`src/rtl/clk_en_scheduler_if.sv`:
```
`default_nettype none
// ============================================================================
// Module      : clk_en_scheduler_if
// Description : Request / clock-enable bundle between the requesting counter
//               slices and the round-robin clock-enable scheduler.
// Revision    : 1.0 - initial release
// ============================================================================
interface clk_en_scheduler_if #(
    parameter int N_REQ = 4,
    parameter int ID_W  = $clog2(N_REQ)
);
    logic [N_REQ-1:0] req;
    logic             hold;
    logic [N_REQ-1:0] ce;
    logic [ID_W-1:0]  gnt_id;
    logic             gnt_valid;
    logic [N_REQ-1:0] done;
    logic             busy;

    // Requesting side: raises requests and hold, consumes enables and status.
    modport master (
        output req, hold,
        input  ce, gnt_id, gnt_valid, done, busy
    );

    // Scheduler side.
    modport slave (
        input  req, hold,
        output ce, gnt_id, gnt_valid, done, busy
    );
endinterface
`default_nettype wire

```
`src/rtl/clk_en_scheduler.sv`:
```
`default_nettype none
// ============================================================================
// Module      : clk_en_scheduler
// Description : Round-robin clock-enable scheduler. Grants one counter slice
//               at a time a window of BURST_LEN active clock-enable cycles,
//               followed by a GAP_LEN settling gap. hold masks the enable
//               without losing burst credit; dropping the request aborts.
// Revision    : 1.0 - initial release
// ============================================================================
module clk_en_scheduler #(
    parameter int N_REQ     = 4,
    parameter int BURST_LEN = 8,
    parameter int GAP_LEN   = 2,
    parameter int CNT_W     = 4
) (
    input  logic              clk,
    input  logic              rst_n,
    clk_en_scheduler_if.slave bus
);

    localparam int                 c_id_w      = $clog2(N_REQ);
    localparam logic [N_REQ-1:0]   c_one       = {{(N_REQ-1){1'b0}}, 1'b1};
    localparam logic [CNT_W-1:0]   c_cnt_one   = {{(CNT_W-1){1'b0}}, 1'b1};
    localparam logic [CNT_W-1:0]   c_burst_init = CNT_W'(BURST_LEN - 1);
    localparam bit                 c_has_gap   = (GAP_LEN > 0);
    localparam logic [CNT_W-1:0]   c_gap_init  = c_has_gap ? CNT_W'(GAP_LEN - 1) : '0;
    localparam logic [c_id_w-1:0]  c_last_init = c_id_w'(N_REQ - 1);

    typedef enum logic [1:0] {
        S_IDLE  = 2'd0,
        S_GRANT = 2'd1,
        S_GAP   = 2'd2
    } state_t;

    state_t             state_q, state_d;
    logic [CNT_W-1:0]   cnt_q, cnt_d;
    logic [N_REQ-1:0]   ce_q, ce_d;
    logic [c_id_w-1:0]  gnt_id_q, gnt_id_d;
    logic [c_id_w-1:0]  last_q, last_d;
    logic               gnt_valid_q, gnt_valid_d;
    logic [N_REQ-1:0]   done_q, done_d;

    logic               w_hi_found;
    logic [c_id_w-1:0]  w_hi_id;
    logic [c_id_w-1:0]  w_lo_id;
    logic [c_id_w-1:0]  w_winner;
    logic [N_REQ-1:0]   w_gnt_onehot;

    // Round-robin pick: lowest requester above the last grant, else wrap to
    // the lowest requester overall. Descending scan leaves the lowest match.
    always_comb begin
        w_hi_found = 1'b0;
        w_hi_id    = '0;
        w_lo_id    = '0;
        for (int j = N_REQ - 1; j >= 0; j--) begin
            if (bus.req[c_id_w'(j)]) begin
                w_lo_id = c_id_w'(j);
                if (c_id_w'(j) > last_q) begin
                    w_hi_found = 1'b1;
                    w_hi_id    = c_id_w'(j);
                end
            end
        end
        w_winner     = w_hi_found ? w_hi_id : w_lo_id;
        w_gnt_onehot = c_one << gnt_id_q;
    end

    // Next-state and registered-output logic for the IDLE/GRANT/GAP sequence.
    always_comb begin
        state_d     = state_q;
        cnt_d       = cnt_q;
        ce_d        = ce_q;
        gnt_id_d    = gnt_id_q;
        last_d      = last_q;
        gnt_valid_d = gnt_valid_q;
        done_d      = '0;

        case (state_q)
            S_IDLE: begin
                ce_d        = '0;
                gnt_valid_d = 1'b0;
                if (|bus.req) begin
                    state_d     = S_GRANT;
                    gnt_id_d    = w_winner;
                    last_d      = w_winner;
                    ce_d        = c_one << w_winner;
                    gnt_valid_d = 1'b1;
                    cnt_d       = c_burst_init;
                end
            end

            S_GRANT: begin
                if (!bus.req[gnt_id_q]) begin
                    // Abort wins over hold and over completion; no done pulse.
                    ce_d        = '0;
                    gnt_valid_d = 1'b0;
                    state_d     = c_has_gap ? S_GAP : S_IDLE;
                    cnt_d       = c_gap_init;
                end else if ((|ce_q) && (cnt_q == '0)) begin
                    // Final active cycle just elapsed.
                    ce_d             = '0;
                    gnt_valid_d      = 1'b0;
                    done_d[gnt_id_q] = 1'b1;
                    state_d          = c_has_gap ? S_GAP : S_IDLE;
                    cnt_d            = c_gap_init;
                end else begin
                    // Only cycles in which the enable was really high consume
                    // burst credit, so held cycles are not lost.
                    if (|ce_q) begin
                        cnt_d = cnt_q - c_cnt_one;
                    end
                    ce_d = bus.hold ? '0 : w_gnt_onehot;
                end
            end

            S_GAP: begin
                ce_d        = '0;
                gnt_valid_d = 1'b0;
                if (cnt_q == '0) begin
                    state_d = S_IDLE;
                end else begin
                    cnt_d = cnt_q - c_cnt_one;
                end
            end

            default: begin
                state_d     = S_IDLE;
                ce_d        = '0;
                gnt_valid_d = 1'b0;
                cnt_d       = '0;
            end
        endcase
    end

    // State and output registers; reset clears everything without a clock.
    always_ff @(posedge clk or negedge rst_n) begin
        if (!rst_n) begin
            state_q     <= S_IDLE;
            cnt_q       <= '0;
            ce_q        <= '0;
            gnt_id_q    <= '0;
            last_q      <= c_last_init;
            gnt_valid_q <= 1'b0;
            done_q      <= '0;
        end else begin
            state_q     <= state_d;
            cnt_q       <= cnt_d;
            ce_q        <= ce_d;
            gnt_id_q    <= gnt_id_d;
            last_q      <= last_d;
            gnt_valid_q <= gnt_valid_d;
            done_q      <= done_d;
        end
    end

    assign bus.ce        = ce_q;
    assign bus.gnt_id    = gnt_id_q;
    assign bus.gnt_valid = gnt_valid_q;
    assign bus.done      = done_q;
    assign bus.busy      = (state_q != S_IDLE);

endmodule
`default_nettype wire

```
`src/flat_wrapper.sv`:
```
// flat-port wrapper written by rule: the top's interface ports become plain ports
module clk_en_scheduler_flat 
#(
    parameter int N_REQ     = 4,
    parameter int BURST_LEN = 8,
    parameter int GAP_LEN   = 2,
    parameter int CNT_W     = 4
)
  (clk, rst_n, bus_req, bus_hold, bus_ce, bus_gnt_id, bus_gnt_valid, bus_done, bus_busy);
  clk_en_scheduler_if #(.N_REQ(N_REQ)) bus_i ();
  input  logic clk;
  input  logic rst_n;
  input wire logic [$bits(bus_i.req)-1:0] bus_req;
  input wire logic [$bits(bus_i.hold)-1:0] bus_hold;
  output wire logic [$bits(bus_i.ce)-1:0] bus_ce;
  output wire logic [$bits(bus_i.gnt_id)-1:0] bus_gnt_id;
  output wire logic [$bits(bus_i.gnt_valid)-1:0] bus_gnt_valid;
  output wire logic [$bits(bus_i.done)-1:0] bus_done;
  output wire logic [$bits(bus_i.busy)-1:0] bus_busy;
  assign bus_i.req = bus_req;
  assign bus_i.hold = bus_hold;
  assign bus_ce = bus_i.ce;
  assign bus_gnt_id = bus_i.gnt_id;
  assign bus_gnt_valid = bus_i.gnt_valid;
  assign bus_done = bus_i.done;
  assign bus_busy = bus_i.busy;
  clk_en_scheduler #(.N_REQ(N_REQ), .BURST_LEN(BURST_LEN), .GAP_LEN(GAP_LEN), .CNT_W(CNT_W)) u_core (.clk(clk), .rst_n(rst_n), .bus(bus_i));
endmodule
```
`config.mk`:
```
export PLATFORM = sky130hd
export DESIGN_NAME = clk_en_scheduler_flat
export DESIGN_NICKNAME = d
export VERILOG_FILES = /design/src/rtl/clk_en_scheduler_if.sv /design/src/rtl/clk_en_scheduler.sv /design/src/flat_wrapper.sv
export SDC_FILE = /design/constraint.sdc
export NUM_CORES = 1
export LEC_CHECK = 0
export CAP_MARGIN = 20
export CORE_ASPECT_RATIO = 2
export CORE_UTILIZATION = 26
export CTS_BUF_LIST = sky130_fd_sc_hd__clkbuf_2 sky130_fd_sc_hd__clkbuf_4 sky130_fd_sc_hd__clkbuf_8
export CTS_CLUSTER_DIAMETER = 100
export DETAILED_ROUTE_END_ITERATION = 16
export HOLD_SLACK_MARGIN = 0.05
export SLEW_MARGIN = 0
export SYNTH_ARGS = -nofsm -noshare
export SYNTH_HDL_FRONTEND = slang
export SYNTH_SLANG_ARGS = --single-unit
```
`constraint.sdc`:
```
create_clock -name clk -period 1.8 [get_ports clk]
set_input_delay 0.36 -clock clk [delete_from_list [all_inputs] [get_ports clk]]
set_output_delay 0.36 -clock clk [all_outputs]
set_load 0.02 [all_outputs]
```
## Yosys cells after proc, flatten, opt, wreduce, memory -nomap -nowiden

Cells that the tools add are included.

- Register bits after elaboration: 19
- Output and inout port bits: 12

- Add/sub/neg operators: 1
- $lt $le $gt $ge: 4
- Reduce and logical (&&, ||, !) cells: 10
- Eq/ne operators: 7
- Shifts and indexed selects: 2
- Muxes and demuxes: 38

Operators with widths:

| operator | count |
|---|---|
| two-way mux 4 bit | 12 |
| two-way mux 2 bit | 11 |
| case mux 4 bit (3 select lines) | 1 |
| two-way mux 1 bit | 9 |
| case mux 4 bit (2 select lines) | 1 |
| OR reduction 4 bit | 2 |
| << shifter 1 x 2 -> 4 bit, first input constant | 2 |
| case mux 2 bit (3 select lines) | 1 |
| AND reduction 3 bit | 2 |
| > comparator 1 x 2 -> 1 bit, first input constant | 2 |
| logical NOT 4 bit | 1 |
| inequality test 2 x 1 -> 1 bit, second input constant | 2 |
| inequality test 4 bit, second input constant | 1 |
| subtractor 4 x 1 -> 4 bit, second input constant | 1 |
| < comparator 2 x 3 -> 1 bit, second input constant | 1 |
| inequality test 3 bit, second input constant | 1 |
| binary-select mux 1 bit (select 2 bit) | 1 |
| demux 1 bit (select 2 bit) | 1 |
| == test 2 x 1 -> 1 bit, second input constant | 1 |
| == test 2 bit, second input constant | 1 |
| >= comparator 2 x 1 -> 1 bit, second input constant | 1 |
| logical AND 1 bit | 2 |
| logical NOT 2 bit | 1 |
| inequality test 2 bit, second input constant | 1 |
| 3 further kinds | 3 |

## Depth between registers and ports, before layout

Gate-level depths: netlist of the first run.

- Depth after elaboration: 9
- Depth in mapped cells: 6

## Worst setup path after synthesis of the first run

No wires, ideal clock.

- Kind: flip-flop to flip-flop
- Start: reg u_core.cnt_q[0]
- End: reg u_core.cnt_q[1]
- Data required time: 1,675 ps
- Path slack: 69 ps
- Cell stages (with the launch flop): 7
- Buffers on the path: 0
- Setup time: 125 ps
- Data arrival time: 1,606 ps
- Cell sequence: dfrtp_1 -> inv_1 -> ha_1 -> or3b_4 -> o211ai_4 -> o21ai_2 -> mux2_4

- Cells in the longest elaborated chain, start to end: 5
- Elaborated cells between the ends (all ways): 11
- Classes of those cells: add/sub: 1; eq/ne: 2; mux: 5; reduce/logical: 3

RTL lines:

| item | line | source |
|---|---|---|
| start: declaration | clk_en_scheduler.sv:36 | `logic [CNT_W-1:0] cnt_q, cnt_d;` |
| start signal: assignment | clk_en_scheduler.sv:147 | `cnt_q <= cnt_d;` |
| subtractor 4 x 1 -> 4 bit or logical NOT 4 bit (tied branches) | - |  |
| two-way mux 4 bit or logical AND 1 bit (tied branches) | clk_en_scheduler.sv:109, clk_en_scheduler.sv:99 |  |
| two-way mux 4 bit | clk_en_scheduler.sv:99 | `end else if ((\|ce_q) && (cnt_q == '0)) begin` |
| two-way mux 4 bit | clk_en_scheduler.sv:93 | `if (!bus.req[gnt_id_q]) begin` |
| case mux 4 bit (3 select lines) | clk_en_scheduler.sv:78 | `case (state_q)` |

Several ways; a longest one is shown, not always the timed one. The select of a mux whose other input is x is not followed.
A chain may end at the register's enable or synchronous reset.

## Worst setup path in the final report of the first run

- Start: in bus_req[0]
- End: reg u_core.cnt_q[1]

- Cells in the longest elaborated chain, start to end: 4
- Elaborated cells between the ends (all ways): 8
- Classes of those cells: eq/ne: 2; mux: 4; reduce/logical: 2

RTL lines:

| item | line | source |
|---|---|---|
| start: declaration | flat_wrapper.sv:13 | `input wire logic [$bits(bus_i.req)-1:0] bus_req;` |
| binary-select mux 1 bit (select 2 bit) | clk_en_scheduler.sv:93 |  |
| two-way mux 1 bit (implied by the code) | clk_en_scheduler.sv:93 |  |
| inequality test 4 bit (no line) or two-way mux 4 bit (tied branches) | - |  |
| AND reduction 3 bit (no line) or case mux 4 bit (3 select lines) (tied branches) | - |  |

Several ways; a longest one is shown, not always the timed one. The select of a mux whose other input is x is not followed.

==> impl_metrics.toml, run 1 <==
[floorplan]
row_count = 26
initial_utilization = 0.278
dieArea_um2 = 2970
dieHeight_um = 76.1
core_area_um2 = 2570
ioPinCount = 19
die_w_um = 39.0

[cts]
cts_setup_buffers = 0
clockRootBuffer = "clkbuf_8"
clockBufferDepth = 2
path_clk_slew_ns = 0.05
cts_tree = "yes"
cts_buffers = 3
clkSinkCount = 12
htreeDepth = 1
worstSkewPairLatency_ns = 0.24

[final_layout]
area_growth_pct = 40.5
drive_gt1_frac = 0.278
final_util = 0.390
finalNetCount = 107
multi_input_area_um2 = 379
stdcell_area_um2 = 1000
diodes = 0
seqCellArea_um2 = 302
n_fill_cell = 265

[global_route]
grt_max_degree = 13
grt_first_pass_wirelength_mm = 2.88
first_global_vias = 667
antenna_found_initial = 0
grt_usage = 0.136
grt_remaining_overflow = 0

[route]
postRouteAntennaNets = 0
drc = 0
vias_per_cell = 4.87
drt_iter0_drc = 4
finalWirelength_mm = 1.69
avgRoutedWirePerCell_um = 13.5
dr.pass1.iters = 6
num_vias = 609

[pwr]
combPwrFrac = 0.562
internal-power_uw = 960
p_sw_uw = 613
pwr-share-clk = 0.154
irDropWorstVdd_v = 0.000673
power.leakage_uw = 0.000446
swShare = 0.389
pwr-share-seq = 0.284
power.density_nw_per_um2 = 1570

[worst_setup_path]
start_kind = "input pin"
path_cells = "clkdlybuf4s50_1, buf_4, mux2_4, nand3_1, and2_1, mux2_4"
r2r_start = "u_core.cnt_q[1]"
crit_buf_inv = 2
reg2reg_setup_slack_ns = 0.09
cp-startpoint = "bus_req[0]"
end_kind = "register"
worstPathRequired_ns = 1.92
crit_slowest_cell = "clkdlybuf4s50_1"
cp_data_arrival_time_ns = 1.89
reg2reg_depth = 6
reg2reg_to = "u_core.cnt_q[1]"
cp_top_family = "buffers and inverters"
cp.depth = 6
crit_top_cell = "mux2_4"
crit_type = "input pin to register"
max_stage_delay_ns = 0.47
crit_fanout = 4
crit_end = "u_core.cnt_q[1]"

[logic_synthesis]
synthesis.area_um2 = 713
synthTopCellsByArea = "dfrtp_1 42%, buf_4 5.3%, mux2_4 4.2%"
yosysTopAreaCell = "dfrtp_1"
async_flop_share = 1.00
synth_warnings = 0
yosysMostFrequentCell = "dfrtp_1"
ys.flop_type = "dfrtp_1"
ys_seq_area_frac = 0.421
synth_edf_count = 0
synth_top_area_share = 0.421
synth_cell_type_count = 36
avgSynthCellArea_um2 = 9.91
postSynthCellCount = 72
synth_commonest_cells = "12 x dfrtp_1, 6 x inv_1, 5 x buf_4, 5 x nand2_1"
ys_ff_latch = 12

[placed_design]
hpwl_mm = 1.31
place_area_um2 = 930
gp_congestion = 0.855
io_buffers = 13

[timing]
skew_ns = 0.00365
fmax_mhz = 565
relSlewSlack = 0.623
timing.final.crit_share = 0.984
drv_slew = 0
setup_violations = 0
worst_pin_slew_ns = 0.564
rsz0062_at_grt = "no"
hold_viol_final = 0
min_period_ns = 1.77

[outcome]
status = "finished clean"

[job]
drv_cap = 0

[min_path]
min-delay-path-class = "input pin to asynchronous set/reset pin"
[layer usage]
metal	share of wire	GRT usage	vias to the layer above
met3	0.031	0.0262	5
li1	-	-	298
met5	0	0	-
met4	0.022	0.0862	0
met1	0.36	0.148	291
met2	0.59	0.222	15
[through the flow]
stage / hold slack [ns] / setup WS [ns] / total power [uW] / std cells / setup TNS, ns
floorplan: 0.0644 / 0.0693 / 1000 / 76 / 0
global placement: 0.526 / -0.131 / 1280 / 122 / -0.445
finish: 0.486 / 0.0286 / 1570 / 125 / 0
global route: 0.537 / 0.00235 / 1690 / 125 / 0
detailed placement: 0.545 / -0.205 / 1300 / 122 / -0.702
CTS: 0.508 / 0.00684 / 1550 / 125 / 0
[layout by cell type (no fill, tap or decap), types with 2 or more instances in the layout]
master,instances
a31oi_1,4
buf_4,12
clkbuf_8,3
clkdlybuf4s50_1,12
conb_1,5
dfrtp_1,11
inv_1,6
mux2_4,2
nand2_1,5
nand2b_1,2
nor2_1,4
nor3_1,3
nor3b_1,2
[worst min-delay path by stage]
stage                                     from              endpoint  slack [ns]  depth (start not counted)
after CTS                                rst_n     u_core.state_q[0]        0.51                          1
final                                    rst_n     u_core.state_q[0]        0.49                          1
after floorplan                          rst_n      u_core.bus.ce[0]        0.06                          0
after detailed placement  u_core.bus.gnt_valid  u_core.bus.gnt_valid        0.54                          2
after global placement    u_core.bus.gnt_valid  u_core.bus.gnt_valid        0.53                          2
after global routing                     rst_n      u_core.bus.ce[1]        0.54                          1
[timing repair]
action / CTS / global route
endpoints found under the setup margin: 0 / 5
resized for setup: 0 / 6
hold buffers: 0 / 0
[flip-flops by register name (all words and copies together), names as in the netlist]
register / count
u_core.state_q: 2
u_core.bus.done: 2
u_core.bus.gnt_valid: 1
u_core.cnt_q: 4
u_core.bus.gnt_id: 1
u_core.bus.ce: 2
[cells by family after synthesis]
| logic type | Yosys count | share of synthesized area |
|---|---|---|
| and+or+nand+nor | 26 | 0.207 |
| AOI/OAI and AO/OA | 16 | 0.188 |
| buffers and inverters | 13 | 0.107 |
| DFF | 12 | 0.421 |
| muxes | 2 | 0.0421 |
| adders and majority gates | 1 | 0.0175 |
| other | 1 | 0.00526 |
| xor gates and xnor gates | 1 | 0.0123 |
[cell type report]
| class | count | area share |
|---|---|---|
| tap | 28 | 0.0350 |
| clock buffer | 3 | 0.0412 |
| multi-input combinational | 51 | 0.378 |
| timing repair buffer | 25 | 0.222 |
| sequential | 12 | 0.301 |
| inverter | 6 | 0.0225 |
[power by group through the flow]
stage / combinational, uW / clock, uW / sequential (uW)
finish: 884 / 242 / 447
global placement: 838 / 0 / 444
floorplan: 555 / 0 / 447
global route: 969 / 265 / 461
CTS: 856 / 248 / 447
detailed placement: 850 / 0 / 448
[worst reg2reg max path: stages (launching register included)]
cell and delay [ns]:
dfrtp_1 0.39, inv_1 0.10, ha_4 0.14, or3b_4 0.40
o211ai_4 0.23, o21ai_2 0.08, mux2_4 0.26
(Power assumes the default switching activity.)
==> inputs of run 2 (changes only) <==
--- a/config.mk
+++ b/config.mk
@@ -7,11 +7,13 @@
 export LEC_CHECK = 0
 export CAP_MARGIN = 20
 export CORE_ASPECT_RATIO = 2
+export CORE_MARGIN = 2
 export CORE_UTILIZATION = 26
 export CTS_BUF_LIST = sky130_fd_sc_hd__clkbuf_2 sky130_fd_sc_hd__clkbuf_4 sky130_fd_sc_hd__clkbuf_8
 export CTS_CLUSTER_DIAMETER = 100
 export DETAILED_ROUTE_END_ITERATION = 16
 export HOLD_SLACK_MARGIN = 0.05
+export PLACE_DENSITY_LB_ADDON = 0.05
 export SLEW_MARGIN = 0
 export SYNTH_ARGS = -nofsm -noshare
 export SYNTH_HDL_FRONTEND = slang
==> constraint.sdc (replaced) <==
create_clock -name clk -period 2 [get_ports clk]
set_input_delay 0.4 -clock clk [delete_from_list [all_inputs] [get_ports clk]]
set_output_delay 0.4 -clock clk [all_outputs]
set_load 0.02 [all_outputs]
==> run 2 against run 1 <==
Compared with the run above: die area increased by 7.9%; final area decreased by 4.7%; highest routed layer unchanged; clock-buffer cell count increased by 1; global-route usage decreased by 0.33 points; clock skew decreased by 0.0031 ns; utilization decreased by 1.9 points; non-clock buffer count decreased by 4; total power decreased by 12%; critical endpoint is now bus_busy; sequential share of layout area increased by 1.4 points; clock power increased by 14%.
==> impl_metrics.toml, run 2 (synthesis results as in run 1) <==
[outcome]
status = "finished clean"

[route]
dr.pass1.iters = 2
drc = 0
finalWirelength_mm = 1.77
avgRoutedWirePerCell_um = 14.5
postRouteAntennaNets = 0
vias_per_cell = 4.72
drt_iter0_drc = 7
num_vias = 576

[floorplan]
core_area_um2 = 2570
dieArea_um2 = 3200
ioPinCount = 19
die_w_um = 41.0
dieHeight_um = 78.1
initial_utilization = 0.278
row_count = 26

[final_layout]
stdcell_area_um2 = 955
final_common_cell = "clkdlybuf4s50_1"
finalNetCount = 103
diodes = 0
top_register = "u_core.cnt_q"
largest_register_ffs = 4
drive_gt1_frac = 0.223
mostFrequentLayoutCells = "13 x clkdlybuf4s50_1, 12 x dfrtp_1, 8 x buf_4"
area_growth_pct = 33.9

[placed_design]
place_area_um2 = 900
gp_congestion = 0.742
io_buffers = 13
hpwl_mm = 1.41

[cts]
clockBufferDepth = 2
worstSkewPairLatency_ns = 0.25
cts_hold_buf = 0
clockRootBuffer = "clkbuf_8"
cts_setup_buffers = 0
cts_buffers = 3
clkSinkCount = 12
path_clk_slew_ns = 0.06
htreeDepth = 1
cts_tree = "yes"
post_cts_resized = 0

[global_route]
grt_max_degree = 13
grt_first_pass_wirelength_mm = 2.82
grt_remaining_overflow = 0
grt_usage = 0.133
first_global_vias = 597
antenna_found_initial = 0

[pwr]
irDropWorstVdd_v = 0.000758
power.density_nw_per_um2 = 1460
power.leakage_uw = 0.000428

[timing]
rsz0062_at_grt = "no"
timing.final.crit_share = 0.949
hold_viol_final = 0
setup_violations = 0
relSlewSlack = 0.609
fmax_mhz = 527
finalSetupTns_ns = 0
worst_pin_slew_ns = 0.584
min_period_ns = 1.90
drv_slew = 0
skew_ns = 0.000540

[worst_setup_path]
crit_fanout = 10
crit_type = "register to primary output"
end_kind = "primary output"
crit_slowest_cell = "clkdlybuf4s50_1"
cp_data_arrival_time_ns = 1.50
start_kind = "register"
reg2reg_setup_slack_ns = 0.17
worstPathRequired_ns = 1.60
path_cells = "nor2_1, inv_1, clkdlybuf4s50_1"
max_stage_delay_ns = 0.60

[job]
drv_cap = 0

[min_path]
min-delay-path-class = "input pin to asynchronous set/reset pin"
==> run 2: cell types whose count changed in the layout (fill, tap and decap cells not counted), sizes merged <==
| cell | change |
|---|---|
| dlymetal6s2s | -1 |
| clkdlybuf4s50 | +1 |
| clkbuf | +1 |
| buf | -4 |
==> run 2: final cells by class <==
cell class,count,area [um^2]
Fill cell,266,1620
Multi-Input combinational cell,51,352
Sequential cell,12,300
Timing Repair Buffer,21,190
Clock buffer,4,55.1
Tap cell,28,35.0
Inverter,6,22.5
==> run 2: final timing paths <==
check,end,startpoint,cells after the start
max in group asynchronous,u_core.state_q[0],rst_n,1
setup reg to reg,u_core.cnt_q[1],u_core.cnt_q[0],6
hold / removal,u_core.cnt_q[2],rst_n,1
min in group clk,u_core.bus.gnt_valid,u_core.bus.gnt_valid,2
setup / recovery,bus_busy,u_core.state_q[0],3
hold reg to reg,u_core.bus.gnt_valid,u_core.bus.gnt_valid,2
==> run 2: routing by layer <==
metal,part of all wire,global-route usage
met1,0.33,0.135
met2,0.61,0.223
met3,0.031,0.0254
met4,0.029,0.0800
met5,0,0
==> run 2: critical path, delay by kind of cell, from the launching register on <==
kind | cells | cell delay, ns
buf+inv | 2 | 0.66
flops | 1 | 0.50
simple gates | 1 | 0.09
==> run 2: power breakdown <==
part	leakage [uW]	total, uW	internal, uW	switching [uW]
combinational	0.000251	700	350	350
sequential	0.000148	416	323	93.8
clock	0.0000288	276	174	102
==> run 2: metrics by stage <==
| step | util | std cells | setup slack, ns | hold slack, ns | power [uW] |
|---|---|---|---|---|---|
| 3_3_place_gp | 0.350 | 118 | 0.0364 | 0.529 | 1130 |
| 4_1_cts | 0.371 | 122 | 0.0811 | 0.550 | 1410 |
| 6_report | 0.371 | 122 | 0.103 | 0.525 | 1390 |
| 3_5_place_dp | 0.350 | 118 | 0.00174 | 0.542 | 1130 |
| 5_1_grt | 0.371 | 122 | 0.0158 | 0.564 | 1480 |
| 2_1_floorplan | - | 76 | 0.269 | 0.104 | 902 |
